[src/rtl/temporizador_bcd.sv]
// BCD countdown timer, M:SS from 9:59 down to 0:00, one step per prescaled second.
// Feeds the 7-segment decoder directly; exposes a running flag and an end-of-count pulse.
module temporizador_bcd #(
   parameter int TICKS_POR_SEG = 50000000,
   parameter int LARG_PRESC    = 26
) (
   input  logic       Clock,
   input  logic       Reset,
   input  logic       Carregar,
   input  logic [3:0] LoadMin,
   input  logic [3:0] LoadDez,
   input  logic [3:0] LoadSeg,
   input  logic       Iniciar,
   input  logic       Pausar,
   input  logic       Limpar,
   output logic [3:0] Minutos,
   output logic [3:0] DezenaSeg,
   output logic [3:0] Segundos,
   output logic       Contando,
   output logic       Fim
);

   typedef enum logic [1:0] {
      PARADO   = 2'd0,
      CONTANDO = 2'd1,
      PAUSADO  = 2'd2,
      FIM      = 2'd3
   } estado_t;

   localparam logic [LARG_PRESC-1:0] PRESC_MAX = LARG_PRESC'(TICKS_POR_SEG - 1);

   estado_t               estado_q, estado_d;
   logic [3:0]            min_q, min_d;
   logic [3:0]            dez_q, dez_d;
   logic [3:0]            seg_q, seg_d;
   logic [LARG_PRESC-1:0] presc_q, presc_d;
   logic                  contando_q;
   logic                  fim_q, fim_d;

   logic [3:0]            dec_min, dec_dez, dec_seg;
   logic                  dec_zero;
   logic                  digitos_zero;

   function automatic logic [3:0] satura(input logic [3:0] valor, input logic [3:0] maximo);
      return (valor > maximo) ? maximo : valor;
   endfunction

   assign digitos_zero = (min_q == 4'd0) && (dez_q == 4'd0) && (seg_q == 4'd0);

   // One-second decrement with borrow; minutes never underflow, so digits stay valid BCD.
   always_comb begin
      dec_min = min_q;
      dec_dez = dez_q;
      dec_seg = seg_q;
      if (seg_q != 4'd0) begin
         dec_seg = seg_q - 4'd1;
      end else begin
         dec_seg = 4'd9;
         if (dez_q != 4'd0) begin
            dec_dez = dez_q - 4'd1;
         end else begin
            dec_dez = 4'd5;
            dec_min = (min_q != 4'd0) ? (min_q - 4'd1) : 4'd0;
         end
      end
      dec_zero = (dec_min == 4'd0) && (dec_dez == 4'd0) && (dec_seg == 4'd0);
   end

   // NOTE: every signal driven here gets a default first, so no path can leave it
   // unassigned and infer a latch.
   always_comb begin
      estado_d = estado_q;
      min_d    = min_q;
      dez_d    = dez_q;
      seg_d    = seg_q;
      presc_d  = presc_q;
      fim_d    = 1'b0;

      if (Limpar) begin
         estado_d = PARADO;
         min_d    = 4'd0;
         dez_d    = 4'd0;
         seg_d    = 4'd0;
         presc_d  = '0;
      end else if (Carregar && (estado_q != CONTANDO)) begin
         estado_d = PARADO;
         min_d    = satura(LoadMin, 4'd9);
         dez_d    = satura(LoadDez, 4'd5);
         seg_d    = satura(LoadSeg, 4'd9);
         presc_d  = '0;
      end else begin
         case (estado_q)
            PARADO: begin
               if (Iniciar && !digitos_zero) begin
                  estado_d = CONTANDO;
                  presc_d  = '0;
               end
            end
            PAUSADO: begin
               // The prescaler keeps its held value so a partial second resumes.
               if (Iniciar && !digitos_zero) begin
                  estado_d = CONTANDO;
               end
            end
            FIM: begin
               if (Iniciar) begin
                  estado_d = PARADO;
               end
            end
            CONTANDO: begin
               if (Pausar) begin
                  estado_d = PAUSADO;
               end else if (presc_q == PRESC_MAX) begin
                  presc_d = '0;
                  min_d   = dec_min;
                  dez_d   = dec_dez;
                  seg_d   = dec_seg;
                  if (dec_zero) begin
                     estado_d = FIM;
                     fim_d    = 1'b1;
                  end
               end else begin
                  presc_d = presc_q + 1'b1;
               end
            end
            default: estado_d = PARADO;
         endcase
      end
   end

   // NOTE: state registers use non-blocking assignments so every flop samples the
   // pre-edge values regardless of statement order.
   always_ff @(posedge Clock) begin
      if (Reset) begin
         estado_q   <= PARADO;
         min_q      <= 4'd0;
         dez_q      <= 4'd0;
         seg_q      <= 4'd0;
         presc_q    <= '0;
         contando_q <= 1'b0;
         fim_q      <= 1'b0;
      end else begin
         estado_q   <= estado_d;
         min_q      <= min_d;
         dez_q      <= dez_d;
         seg_q      <= seg_d;
         presc_q    <= presc_d;
         contando_q <= (estado_d == CONTANDO);
         fim_q      <= fim_d;
      end
   end

   assign Minutos   = min_q;
   assign DezenaSeg = dez_q;
   assign Segundos  = seg_q;
   assign Contando  = contando_q;
   assign Fim       = fim_q;

endmodule

[config.mk]
export PLATFORM = sky130hd
export DESIGN_NAME = temporizador_bcd
export DESIGN_NICKNAME = d
export VERILOG_FILES = /design/src/rtl/temporizador_bcd.sv
export SDC_FILE = /design/constraint.sdc
export NUM_CORES = 1
export LEC_CHECK = 0
export ABC_AREA = 1
export ABC_CLOCK_PERIOD_IN_PS = 2550
export BUFFER_PORTS_ARGS = -buffer_cell sky130_fd_sc_hd__buf_2
export CORE_ASPECT_RATIO = 0.5
export CORE_UTILIZATION = 35
export DETAILED_ROUTE_END_ITERATION = 10
export PLACE_DENSITY_LB_ADDON = 0.12
export RECOVER_POWER = 100
export SYNTH_ARGS = -nofsm -noshare
export SYNTH_HDL_FRONTEND = slang
export SYNTH_SLANG_ARGS = --single-unit
export TNS_END_PERCENT = 50
[constraint.sdc]
create_clock -name Clock -period 2.55 [get_ports Clock]
set_input_delay 0.1275 -clock Clock [delete_from_list [all_inputs] [get_ports Clock]]
set_output_delay 0.1275 -clock Clock [all_outputs]
set_load 0.02 [all_outputs]
==> reports/metrics.yaml <==
yosys:
  synth_area_leaders: "dfxtp_1, nand2_1, nor2_1, inv_1, a21oi_1"
  syn_nets: 464
  ys_async_sr_fraction: 0
  synth_most_common_cell: "nand2_1"
  netlist_top_cells_count: "nand2_1, nor2_1, inv_1, dfxtp_1, a21oi_1"
  synth_edf_count: 0
  syn_inst: 445
  synth_top_area_frac: 0.3056
  netlist_area_um2: 2751
  yosysSeqAreaShare: 0.3056
  synthDistinctLibCells: 39
  ys.flop_type: "dfxtp_1"
  yosysTopAreaCell: "dfxtp_1"
  yosys_register_bits: 42
  ys.warnings.count: 0
  syn_area_per_cell_um2: 6.183
detailed_routing:
  wl_per_cell_um: 12.59
  drt_first_pass_iters: 4
  vias_per_cell: 4.759
  drcViolationCount: 0
  ant_nets: 0
  vias: 2803
  first_iter_violations: 170
  wl_mm: 7.417
setup_path:
  worstPathCellList: "inv_1 > nor2_4 > inv_2 > nand2_4 > inv_1 > nor2_1 > clkbuf_1 > o21ai_0 > a21oi_1"
  worstPathRequired_ns: 2.77
  path_class: "reg2reg"
  cp_max_fo: 15
  r2r_cells: 9
  arrival_ns: 2.50
  critPathTopFamily: "buffers and inverters"
  startpoint_type: "flop"
  r2r_slack_ns: 0.27
  endpoint_kind: "flop"
  worstReg2RegStart: "estado_q[0]"
  crit_slowest_cell: "clkbuf_1"
  cp_slowest_stage_delay_ns: 0.44
  crit_top_cell: "inv_1"
  path_buf_inv: 4
  regToRegEndpoint: "presc_q[0]"
grt:
  grt_antenna_before_repair: 0
  grt-busiest-layer: "met2"
  grt_usage: 0.1948
  met1_usage: 0.2607
  grt_start_max_net_pins: 28
  grt_pass1_vias: 2560
  grt_pass1_wl_mm: 12.53
  grt_overflow: 0
  grt.met3_usage: 0.04377
  met2_usage: 0.3163
clock_network:
  ctsResizeCount: 0
  clockBufferDepth: 2
  cts_tree: "built"
  clk_pin_slew_ns: 0.06
  clkSinkCount: 42
  holdBufCountCts: 1
  root_buffer: "clkbuf_16"
  cts_buffers: 5
  cts_setup_buffers: 0
  clkLatencyLatePin_ns: 0.29
  htreeDepth: 2
layout:
  finalNetCount: 500
  drive_gt1_frac: 0.1040
  final_util: 0.4190
  final_cell_area_um2: 3126
  syn_to_final_growth_pct: 13.60
  antenna_cells: 0
job:
  max-cap-violations: 0
sta:
  fin_ws_ns: 0.2714
  timing_worst_slew_pin_value_ns: 0.5672
  rsz0062_at_grt: "false"
  fin_crit_ns: 2.279
  final_max_slew_viol_count: 0
  skew_ns: 0.006157
  relSlewSlack: 0.6205
  tns_ns: 0
  max_freq_mhz: 438.9
  hold_viol: 0
  setup_viol: 0
  fin_crit_sh: 0.8936
floorplanning:
  die_w_um: 127.4
  design.die.area_um2: 8242
  fp.coreArea_um2: 7460
  io_pins: 32
  start_util: 0.3688
  rows: 22
  die-height_um: 64.70
run_status:
  status: "complete, no violations"
hold_path:
  hold_start: "LoadSeg[2]"
  worstHoldEndpoint: "Segundos[2]"
  holdPathStages: 3
  hold_path.class: "in2reg"
placed_design:
  gp_congestion: 0.8505
  dp_hpwl_mm: 5.498
  post-place-ws_ns: 0.3400
  io_buffers: 31
  dpl_cell_area_um2: 3017
power:
  static-leakage-power_nw: 1.202
  powerDensity_nw_per_um2: 495.7
  peakVddDrop_mv: 0.2262
==> worst max-delay path by stage <==
stage / start / end / slack (ns) / cells after the start
floorplan: presc_q[0] / DezenaSeg[3] / 0.81 / 10
global placement: presc_q[0] / DezenaSeg[3] / 0.45 / 10
detailed placement: presc_q[0] / DezenaSeg[3] / 0.34 / 10
CTS: presc_q[0] / DezenaSeg[3] / 0.32 / 10
global route: presc_q[0] / DezenaSeg[3] / 0.03 / 10
finish: estado_q[0] / presc_q[0] / 0.27 / 9
==> final cells by class <==
type | count | area [um^2]
Tap cell | 108 | 135.1
Multi-Input combinational cell | 339 | 1625
Fill cell | 807 | 4334
Inverter | 58 | 222.7
Timing Repair Buffer | 35 | 166.4
Sequential cell | 42 | 840.8
Clock buffer | 5 | 125.1
Clock inverter | 2 | 10.01
==> cell usage in the layout, fill, tap and decap left out, types with 2 or more instances in the layout <==
master	instances
nand2_1	118
nor2_1	85
inv_1	55
dfxtp_1	42
a21oi_1	28
nand3_1	24
o21ai_0	23
nand4_1	17
buf_2	17
clkbuf_1	15
nor3_1	7
clkbuf_16	5
nor2_4	4
nor2_2	4
nand2_4	3
o21ai_2	2
inv_2	2
xor2_1	2
xnor2_1	2
nand3b_1	2
clkinv_2	2
buf_4	2
==> kinds of logic after synthesis <==
family	share of synthesized area
AO/OA/AOI/OAI	0.1264
flip-flops	0.3056
AND/OR/NAND/NOR	0.4525
buffers and inverters	0.09822
XOR/XNOR	0.01274
adder cells (fa/ha/maj)	0.004547
==> registers in the layout, summed over array words and instances (netlist names) <==
signal	flops
Contando	1
DezenaSeg	4
estado_q	2
Fim	1
presc_q	26
Minutos	4
Segundos	4
==> stage by stage <==
stage / instances / hold slack (ns) / total power [mW]
final: 589 / 0.1521 / 1.549
after detailed placement: 581 / 0.3040 / 0.9515
after global routing: 589 / 0.1558 / 1.626
after CTS: 589 / 0.1442 / 1.578
after global placement: 581 / 0.3002 / 0.9526
after floorplan: 445 / 0.1991 / 0.8904
==> worst min-delay path: stages <==
cell	delay, ns
buf_2	0.09
a32oi_1	0.06
a21oi_1	0.13
==> where the power goes <==
part	total (mW)	leakage [nW]	switching (mW)	internal [mW]
registers	0.679	0.339	0.0138	0.666
logic	0.250	0.793	0.175	0.0752
clock network	0.620	0.0694	0.266	0.354
total	1.55	1.20	0.454	1.09
==> per-layer routing <==
metal / part of all wire / wire length [um] / vias up
met2: 0.43 / 3216 / 78
met4: 0.015 / 109 / 0
met1: 0.49 / 3616 / 1212
met3: 0.064 / 474 / 12
li1: - / - / 1501
met5: 0 / 0 / -
Power figures use the tool's default switching activity.
